[src/rtl/dmem_io_pkg.sv]
// dmem_io_pkg: definitions shared by the data-memory / IO controller.
//   state_t      : access FSM states (IDLE, WAIT, RESP)
//   IO_SW_ADDR   : byte address of the read-only switch/pushbutton input port
//   IO_DISP_ADDR : byte address of the write-only seven-segment display port
`timescale 1ns/1ps
package dmem_io_pkg;

  typedef enum logic [1:0] {
    IDLE = 2'd0,
    WAIT = 2'd1,
    RESP = 2'd2
  } state_t;

  localparam logic [15:0] IO_SW_ADDR   = 16'hFFF0;
  localparam logic [15:0] IO_DISP_ADDR = 16'hFFFA;

endpackage

[src/rtl/io_sync.sv]
// io_sync: W-bit wide two-flop synchroniser for asynchronous switch inputs.
//   clock : sampling clock
//   reset : synchronous active-high reset, clears both flop stages
//   din   : asynchronous inputs
//   dout  : synchronised outputs, two clock cycles behind din
`timescale 1ns/1ps
module io_sync #(
  parameter int W = 3
) (
  input  logic         clock,
  input  logic         reset,
  input  logic [W-1:0] din,
  output logic [W-1:0] dout
);

  logic [W-1:0] meta;

  // Two-stage capture; the first stage may go metastable and is never used directly.
  always_ff @(posedge clock) begin
    if (reset) begin
      meta <= '0;
      dout <= '0;
    end else begin
      meta <= din;
      dout <= meta;
    end
  end

endmodule

[src/rtl/dmem_io_ctrl.sv]
// dmem_io_ctrl: request/ack controller for a word-organised data memory plus
// two memory-mapped IO ports (switch input at 0xFFF0, display output at 0xFFFA).
// Optional build macro: DMEM_BYTE_WRITE_EN adds the be port and byte-masked writes.
//   clock, reset : sole clock, synchronous active-high reset
//   req, we      : request (held until ack) and write select
//   addr         : big-endian byte address
//   wdata, be    : write data and byte enables (be MSB = lowest byte address)
//   rdata        : read data, valid only during ack, else 0
//   ack, err     : one-cycle completion pulse and its error qualifier
//   busy         : high from acceptance through the ack cycle
//   io_display   : seven-segment register, bits 6..0 = segments a..g
//   io_sw        : asynchronous switch/pushbutton inputs
`timescale 1ns/1ps
module dmem_io_ctrl
  import dmem_io_pkg::*;
#(
  parameter int DATA_W   = 16,
  parameter int DEPTH    = 128,
  parameter int WAIT_CYC = 0,
  parameter int N_SW     = 3
) (
  input  logic                clock,
  input  logic                reset,
  input  logic                req,
  input  logic                we,
  input  logic [15:0]         addr,
  input  logic [DATA_W-1:0]   wdata,
`ifdef DMEM_BYTE_WRITE_EN
  input  logic [DATA_W/8-1:0] be,
`endif
  output logic [DATA_W-1:0]   rdata,
  output logic                ack,
  output logic                err,
  output logic                busy,
  output logic [6:0]          io_display,
  input  logic [N_SW-1:0]     io_sw
);

  localparam int          BYTES     = DATA_W / 8;
  localparam int          AW        = (DEPTH > 1) ? $clog2(DEPTH) : 1;
  localparam logic [15:0] BYTES16   = 16'(BYTES);
  localparam logic [15:0] DEPTH16   = 16'(DEPTH);
  localparam logic [2:0]  WAIT_LOAD = 3'((WAIT_CYC > 0) ? (WAIT_CYC - 1) : 0);

  state_t              state;
  state_t              next_state;
  logic [2:0]          cnt;
  logic                lat_we;
  logic [15:0]         lat_addr;
  logic [DATA_W-1:0]   lat_wdata;
  logic [BYTES-1:0]    wr_be;
  logic [N_SW-1:0]     sw_sync;

  logic [15:0]         word_full;
  logic [AW-1:0]       mem_idx;
  logic                misaligned;
  logic                sel_mem;
  logic                sel_sw;
  logic                sel_disp;
  logic                bad;

  logic [DATA_W-1:0]   mem [DEPTH];

  io_sync #(.W(N_SW)) u_io_sync (
    .clock (clock),
    .reset (reset),
    .din   (io_sw),
    .dout  (sw_sync)
  );

`ifdef DMEM_BYTE_WRITE_EN
  logic [BYTES-1:0] lat_be;

  // Byte-enable latch, captured alongside the rest of the request.
  always_ff @(posedge clock) begin
    if (reset) begin
      lat_be <= '0;
    end else if (state == IDLE && req) begin
      lat_be <= be;
    end
  end

  assign wr_be = lat_be;
`else
  assign wr_be = '1;
`endif

  // FSM state register.
  always_ff @(posedge clock) begin
    if (reset) begin
      state <= IDLE;
    end else begin
      state <= next_state;
    end
  end

  // Next-state logic; WAIT is skipped entirely when there are no wait states.
  always_comb begin
    next_state = state;
    case (state)
      IDLE: begin
        if (req) begin
          next_state = (WAIT_CYC == 0) ? RESP : WAIT;
        end else begin
          next_state = IDLE;
        end
      end
      WAIT: begin
        if (cnt == 3'd0) begin
          next_state = RESP;
        end else begin
          next_state = WAIT;
        end
      end
      RESP:    next_state = IDLE;
      default: next_state = IDLE;
    endcase
  end

  // Request latch and wait-state counter; inputs are ignored once accepted.
  always_ff @(posedge clock) begin
    if (reset) begin
      cnt       <= 3'd0;
      lat_we    <= 1'b0;
      lat_addr  <= 16'h0000;
      lat_wdata <= '0;
    end else if (state == IDLE && req) begin
      cnt       <= WAIT_LOAD;
      lat_we    <= we;
      lat_addr  <= addr;
      lat_wdata <= wdata;
    end else if (state == WAIT && cnt != 3'd0) begin
      cnt <= cnt - 3'd1;
    end
  end

  assign word_full  = lat_addr / BYTES16;
  assign mem_idx    = word_full[AW-1:0];
  assign misaligned = (lat_addr % BYTES16) != 16'h0000;

  // Address decode of the latched request. IO ports match on exact address;
  // for aligned addresses, word index < DEPTH is the memory range test.
  always_comb begin
    sel_mem  = 1'b0;
    sel_sw   = 1'b0;
    sel_disp = 1'b0;
    bad      = 1'b0;
    if (lat_addr == IO_SW_ADDR) begin
      if (lat_we) begin
        bad = 1'b1;
      end else begin
        sel_sw = 1'b1;
      end
    end else if (lat_addr == IO_DISP_ADDR) begin
      if (lat_we) begin
        sel_disp = 1'b1;
      end else begin
        bad = 1'b1;
      end
    end else if (misaligned) begin
      bad = 1'b1;
    end else if (word_full < DEPTH16) begin
      sel_mem = 1'b1;
    end else begin
      bad = 1'b1;
    end
  end

  assign ack  = (state == RESP);
  assign busy = (state != IDLE);
  assign err  = ack & bad;

  // Read data path: only driven during a successful read ack.
  always_comb begin
    rdata = '0;
    if (ack && !lat_we) begin
      if (sel_mem) begin
        rdata = mem[mem_idx];
      end else if (sel_sw) begin
        rdata[N_SW-1:0] = sw_sync;
      end else begin
        rdata = '0;
      end
    end else begin
      rdata = '0;
    end
  end

  // Display register; a reset in RESP wins over the pending write.
  always_ff @(posedge clock) begin
    if (reset) begin
      io_display <= 7'h00;
    end else if (ack && sel_disp && wr_be[0]) begin
      io_display <= lat_wdata[6:0];
    end
  end

  // Memory array, never reset; write commits on the RESP edge, enabled bytes only.
  always_ff @(posedge clock) begin
    if (!reset && ack && sel_mem && lat_we) begin
      for (int b = 0; b < BYTES; b++) begin
        if (wr_be[b]) begin
          mem[mem_idx][8*b +: 8] <= lat_wdata[8*b +: 8];
        end
      end
    end
  end

endmodule

[config.mk]
export PLATFORM = sky130hd
export DESIGN_NAME = dmem_io_ctrl
export DESIGN_NICKNAME = d
export VERILOG_FILES = /design/src/rtl/dmem_io_pkg.sv /design/src/rtl/io_sync.sv /design/src/rtl/dmem_io_ctrl.sv
export SDC_FILE = /design/constraint.sdc
export NUM_CORES = 2
export LEC_CHECK = 0
export ABC_AREA = 1
export CORE_UTILIZATION = 50
export DETAILED_ROUTE_END_ITERATION = 6
export DONT_BUFFER_PORTS = 1
export MAX_ROUTING_LAYER = met4
export PLACE_DENSITY = 0.72
export SLEW_MARGIN = 20
export SYNTH_ARGS = -nofsm -noshare
export SYNTH_HDL_FRONTEND = slang
export SYNTH_HIERARCHICAL = 1
export SYNTH_SLANG_ARGS = --single-unit
export TNS_END_PERCENT = 30
[constraint.sdc]
create_clock -name clock -period 3.34 [get_ports clock]
set_input_delay 0.334 -clock clock [delete_from_list [all_inputs] [get_ports clock]]
set_output_delay 0.334 -clock clock [all_outputs]
set_load 0.05 [all_outputs]
* Yosys cells after proc, flatten, opt, wreduce, memory -nomap -nowiden *
Memories as Yosys holds them, arrays and structs flattened. A register that Yosys moved wholly into a read port is not among the register bits.
Cells that the tools add are included.
Widths: inputs -> output; s select.

storage, ports and cells
  bits in writable memories = 2,048
  word-level logic and storage cells = 53
  memories kept = 1
  output and inout port bits = 26
  flip-flop bits (word level) = 51

cells by class
  add/subtract/negate cells = 1
  mux-type cells = 23
  equal/unequal tests = 4
  bitwise logic cells = 1
  magnitude comparators = 1
  reductions and logical operators = 14

memories
  name  depth  width  rd ports  clocked after Yosys merged registers in  write ports  line                RTL
  mem   128    16     1         1                                        1            dmem_io_ctrl.sv:62  logic [DATA_W-1:0] mem [DEPTH];

operators with widths
  operator              number
  $eq 16x16->1 const B  2
  $mux 16               2
  $lt 15x8->1 const B   1
  $mux 1                15
  $mux 7                2
  $logic_and 1x1->1     7
  $mux 2                2
  $pmux 2 s2            1
  $logic_not 3->1       1
  $mux 3                1
  $reduce_bool 3->1     1
  $sub 3x1->3 const B   1
  $eq 2x1->1 const B    1
  $eq 2x2->1 const B    1
  $logic_not 1->1       2
  $logic_not 2->1       1
  $reduce_bool 2->1     1
  $reduce_or 2->1       1
  $and 1x1->1           1

* Longest topological paths before layout *
  depth in word-level cells = 9
  depth in mapped cells = 14

* By module *
Netlist, hierarchy kept.

by module, submodules not included
  module        area an instance (um^2)  cells an instance  sequential area each (um^2)  instances
  dmem_io_ctrl  84,614.9                 7,102              62,540.0                     1
  io_sync       165.2                    18                 120.1                        1

* Least setup slack after synthesis *
No wires, ideal clock.

  path kind = flip-flop to flip-flop
  from = register state[1]
  to = memory mem[100][0] (enable)
  arrival time = 2.390 ns
  cell stages (with the launch flop) = 8
  required time = 2.952 ns
  clock period less this slack = 2.778 ns
  library setup time = 0.388 ns
  path slack = 0.562 ns
  path buffers = 1
  cell sequence = dfxtp_1 > inv_1 > nor2_2 > nand4_2 > nor2_2 > nand2_1 > buf_2 > nor2_1

on the way
  word-level cells in the longest chain between the ends = 6

RTL lines
  what                            line                 RTL
  from (decl)                     dmem_io_ctrl.sv:45   state_t state;
  from (signal assigned)          dmem_io_ctrl.sv:93   state <= next_state;
  $eq 2x2->1                      dmem_io_ctrl.sv:169  assign ack = (state == RESP);
  net ack                         dmem_io_ctrl.sv:32   output logic ack,
  $logic_and 1x1->1 (3 in a row)  dmem_io_ctrl.sv:200  if (!reset && ack && sel_mem && lat_we) begin
  $mux 1                          dmem_io_ctrl.sv:200
  $mux 1 (not written as such)    dmem_io_ctrl.sv:203  mem[mem_idx][8*b +: 8] <= lat_wdata[8*b +: 8];
  to (decl)                       dmem_io_ctrl.sv:62

The timed path passes the listed nets, and every way through them passes these cells.

==> tab_implementation.tex <==
\begin{tabular}{lr}
\hline
Metric & Value \\
\hline
\multicolumn{2}{l}{\textbf{Yosys}} \\
\quad Synth top area cells & sky130\_fd\_sc\_hd\_\_edfxtp\_1 (73\%), sky130\_fd\_sc\_hd\_\_nand3\_1 (10\%), sky130\_fd\_sc\_hd\_\_nand2\_1 (8.9\%), sky130\_fd\_sc\_hd\_\_nor2\_1 (2.0\%), sky130\_fd\_sc\_hd\_\_buf\_2 (1.7\%) \\
\quad Post-synthesis instance total & approximately 7100 \\
\quad Post-synthesis sequential element count & between 2000 and 2500 \\
\quad Mean cell area of the mapped netlist & approximately 12 um2 \\
\quad Post-Syn Area & $\sim$85000 um2 \\
\quad Most used flip-flop cell after synthesis & sky130\_fd\_sc\_hd\_\_edfxtp\_1 \\
\quad Library cell with the largest summed area after synthesis & sky130\_fd\_sc\_hd\_\_edfxtp\_1 \\
\quad Fraction of registers with async set or reset after synthesis & 0\% \\
\quad Library cell with the highest instance count after synthesis & sky130\_fd\_sc\_hd\_\_edfxtp\_1 \\
\quad Part of the Yosys area used for sequential elements & between 70\% and 80\% \\
\quad Top-area cell type share of the netlist area & 72.5\% \\
\quad Post-synth cell types & 36 \\
\quad Mapped Nets & between 7000 and 8000 \\
\quad Number of synthesized flops with an enable pin & 2048 \\
\quad Commonest cells in the netlist & sky130\_fd\_sc\_hd\_\_edfxtp\_1 (2048), sky130\_fd\_sc\_hd\_\_nand2\_1 (2004), sky130\_fd\_sc\_hd\_\_nand3\_1 (1693) \\
\quad YS warnings & 6 \\
\multicolumn{2}{l}{\textbf{Pwr}} \\
\quad Leak & about 36 nW \\
\quad Worst-case vdd ir drop & 0.449 mV \\
\quad Share of total power consumed by net switching & about 25\% \\
\quad Areal power density over the cells & 578 nW/um2 \\
\quad Overall power & between 50 and 60 mW \\
\quad Sw Pwr & roughly 15 mW \\
\quad Combinational group share of total power & between 10\% and 20\% \\
\quad Internal cell power & 44.3 mW \\
\quad Share of power burned in registers & 50.4\% \\
\quad Clock network fraction of total power & 38.8\% \\
\multicolumn{2}{l}{\textbf{Detailed routing}} \\
\quad Routed wire length & $\sim$260000 um \\
\quad Average detailed-routed wire length per instance & between 20 and 30 um \\
\quad Number of remaining DRC errors & 4 \\
\quad Number of detailed-routing iterations run before antenna repair & 7 \\
\quad Number of DRC markers after the initial detailed-route iteration & 9796 \\
\quad Post-route ant nets & 0 \\
\quad Total number of vias & approximately 61000 \\
\quad Number of vias per cell & approximately 6.2 \\
\multicolumn{2}{l}{\textbf{Critical path}} \\
\quad Data required time at the worst endpoint & roughly 3.0 ns \\
\quad Critical path fanouts, max & 36 \\
\quad R2R depth & 9 \\
\quad Critical Setup Path Class & reg -> out \\
\quad Worst setup EP type & output pin \\
\quad WP data arrival & between 3 and 4 ns \\
\quad Setup crit start kind & register \\
\multicolumn{2}{l}{\textbf{GRT}} \\
\quad Sum of overflow across all layers after global routing & 0 \\
\quad Vias in the first global route & roughly 57000 \\
\quad Total Routing Usage GR & between 30 and 40\% \\
\quad Global-route wire length before repair & 369000 um \\
\quad Number of antenna violations at the first check in global routing & 2 \\
\quad Largest net degree at the start of global routing & between 90 and 100 \\
\multicolumn{2}{l}{\textbf{STA}} \\
\quad Skew final & between 0.05 and 0.06 ns \\
\quad Final Hold Fails & 0 \\
\quad Max-slew violation count & 0 \\
\quad Tcrit/Tclk final & 110\% \\
\quad Minimum clock period & about 3.7 ns \\
\quad RSZ-0062 raised after global routing & true \\
\quad Slew Limit Headroom & a little over a quarter \\
\quad Slew at the pin closest to its max-slew limit & $\sim$1.1 ns \\
\quad Maximum clock frequency & 273 MHz \\
\quad Fin worst setup slack & -0.329 ns \\
\quad Final setup violation count & 16 \\
\multicolumn{2}{l}{\textbf{Final layout}} \\
\quad \# fillers & 12000 \\
\quad \# nets final & 7479 \\
\quad Area growth from synthesis to layout & 20.0\% \\
\quad Post-route core utilization & around three fifths \\
\quad Proportion of layout cells with a drive suffix above 1 & 16.4\% \\
\multicolumn{2}{l}{\textbf{CTS}} \\
\quad Buffers from clock root to sink, at most & 3 \\
\quad Num Clock Sinks & 2106 \\
\quad Clock tree root driver cell & sky130\_fd\_sc\_hd\_\_clkbuf\_16 \\
\quad Cts bufs inserted & 201 \\
\quad Level count of the clock H-tree & 4 \\
\quad Worst-path clk slew & 0.07 ns \\
\quad TritonCTS clock tree & built \\
\quad Later-pin clock latency in the skew report & 0.86 ns \\
\multicolumn{2}{l}{\textbf{Status}} \\
\quad Violated checks & design-rule violations, negative setup slack \\
\quad Status & finished, violations left \\
\multicolumn{2}{l}{\textbf{Place}} \\
\quad PortBufs & 0 \\
\quad Post-DP HPWL & $\sim$130000 um \\
\quad GPL Wtd Cong & 0.891 \\
\multicolumn{2}{l}{\textbf{Floorplan}} \\
\quad Starting Density & between 50 and 60\% \\
\quad Ports placed on the boundary & 65 \\
\quad Die Wd & slightly above 400 um \\
\quad Total Die Area & 171000 um2 \\
\quad Placeable core area & $\sim$170000 um2 \\
\quad Number of cell rows & 150 \\
\quad Vertical die dimension & a little over 400 um \\
\multicolumn{2}{l}{\textbf{Hold path}} \\
\quad Path category of the worst min-delay check & in -> reg \\
\quad Cell count of the worst hold path & 2 \\
\multicolumn{2}{l}{\textbf{Flow run}} \\
\quad Maximum capacitance violations & 0 \\
\hline
\end{tabular}
## cell families (layout without fill, tap and decap cells)
group	count (synthesis)	in the layout	share of synthesized area [%]
DFF	2106	2106	73.9
xor gates and xnor gates	1	1	0.0103
other	0	1	0
adders and majority gates	2	2	0.0295
buffers and inverters	539	1026	3.13
AOI/OAI and AO/OA	300	300	1.82
and+or+nand+nor	4172	4172	21.1
## sequential cells by signal (all words and copies together), names as in the netlist, named ones only
signal and flops:
cnt 3, io_display 7, lat_addr 16, lat_wdata 16, lat_we 1, mem 2048, state 2, u_io_sync/dout 3
u_io_sync/meta 3
## placed cells by master (no fill, tap or decap), drive strengths merged, types with 2 or more instances in the layout
master       synthesis  final
nand3             1697   1697
clkbuf              81    262
o211ai               6      6
dfxtp               58     58
clkinvlp             0      8
inv                 67     78
bufbuf               0     20
o22ai                4      4
o21ai              201    201
o221ai               4      4
edfxtp            2048   2048
buf                388    510
nand2             2004   2004
bufinv               0     19
a21oi               81     81
nor3                15     15
dlygate4sd3          0     32
ha                   2      2
clkinv               3     97
nand4                4      4
nand3b               2      2
nor2               448    448
a31oi                2      2
## power groups by stage
stage | sequential [mW] | combinational, mW | clock (mW)
2_1_floorplan | 30.1 | 2.68 | 0
3_3_place_gp | 30.2 | 4.60 | 0
3_5_place_dp | 30.2 | 4.69 | 0
4_1_cts | 29.6 | 5.74 | 22.8
5_1_grt | 29.6 | 6.62 | 23.8
6_report | 29.6 | 6.37 | 22.8
## critical path, cell delays in order (launching register included)
cell                      delay [ns]
sky130_fd_sc_hd__dfxtp_4        0.47
sky130_fd_sc_hd__inv_16         0.13
sky130_fd_sc_hd__buf_12         0.24
sky130_fd_sc_hd__buf_12         0.16
sky130_fd_sc_hd__buf_4          0.16
sky130_fd_sc_hd__a21oi_2        0.15
sky130_fd_sc_hd__o21ai_1        0.14
sky130_fd_sc_hd__nand2_1        0.11
sky130_fd_sc_hd__nor2_1         0.08
sky130_fd_sc_hd__nor3_2         0.28
sky130_fd_sc_hd__nor2_2         0.08
sky130_fd_sc_hd__nor2_4         0.20
sky130_fd_sc_hd__buf_12         0.16
## stage by stage
| step | cells | setup WS (ns) | hold WS (ns) | setup TNS [ns] | instance area (um2) |
|---|---|---|---|---|---|
| 3_3_place_gp | 9283 | -0.0212 | 0.393 | -0.0212 | 89600 |
| 5_1_grt | 9811 | -0.355 | 0.0213 | -4.99 | 102000 |
| 2_1_floorplan | 7120 | 0.562 | 0.388 | 0 | 84800 |
| 3_5_place_dp | 9283 | -0.0488 | 0.398 | -0.0578 | 89600 |
| 4_1_cts | 9782 | -0.261 | 0.0135 | -3.91 | 100000 |
| 6_report | 9812 | -0.329 | 0.0569 | -4.51 | 102000 |
## what timing repair did
action | 4_1_cts | 5_1_grt
buffers inserted | 43 | 19
pin swaps | 76 | 121
gates resized for setup | 379 | 287
hold endpoints to repair | 48 | 0
setup endpoints to repair | 16 | 17
hold buffers | 32 | 0
cloned | 59 | 15
## final timing paths
kind,from,end,slack [ns]
worst min register to register,u_io_sync/meta[0]$_SDFF_PP0_,u_io_sync/dout[0]$_SDFF_PP0_,0.41
worst max-delay path,register,rdata[4],-0.33
worst min-delay path,addr[6],register,0.06
worst max register to register,lat_addr[14]$_SDFFE_PP0P_,mem[51][15]$_DFFE_PP_,0.50
## final cells by class
type	count	area (um2)	area share [%]
Sequential cell	2106	62700	61.7
Antenna cell	1	2.50	0.00246
Timing Repair inverter	8	118	0.116
Inverter	70	334	0.328
Timing Repair Buffer	576	7710	7.58
Tap cell	2204	2760	2.71
Clock inverter	124	1200	1.18
Multi-Input combinational cell	4475	21500	21.1
Clock buffer	248	5370	5.28
## per-layer routing
metal | vias up | track usage, % | wire length [um]
li1 | 25900 | - | -
met4 | 0 | 14.3 | 12900
met5 | - | - | 0
met1 | 29400 | 39.5 | 91200
met3 | 802 | 6.06 | 34200
met2 | 4681 | 45.3 | 120000
No activity file was read; power rests on OpenSTA's default activity.
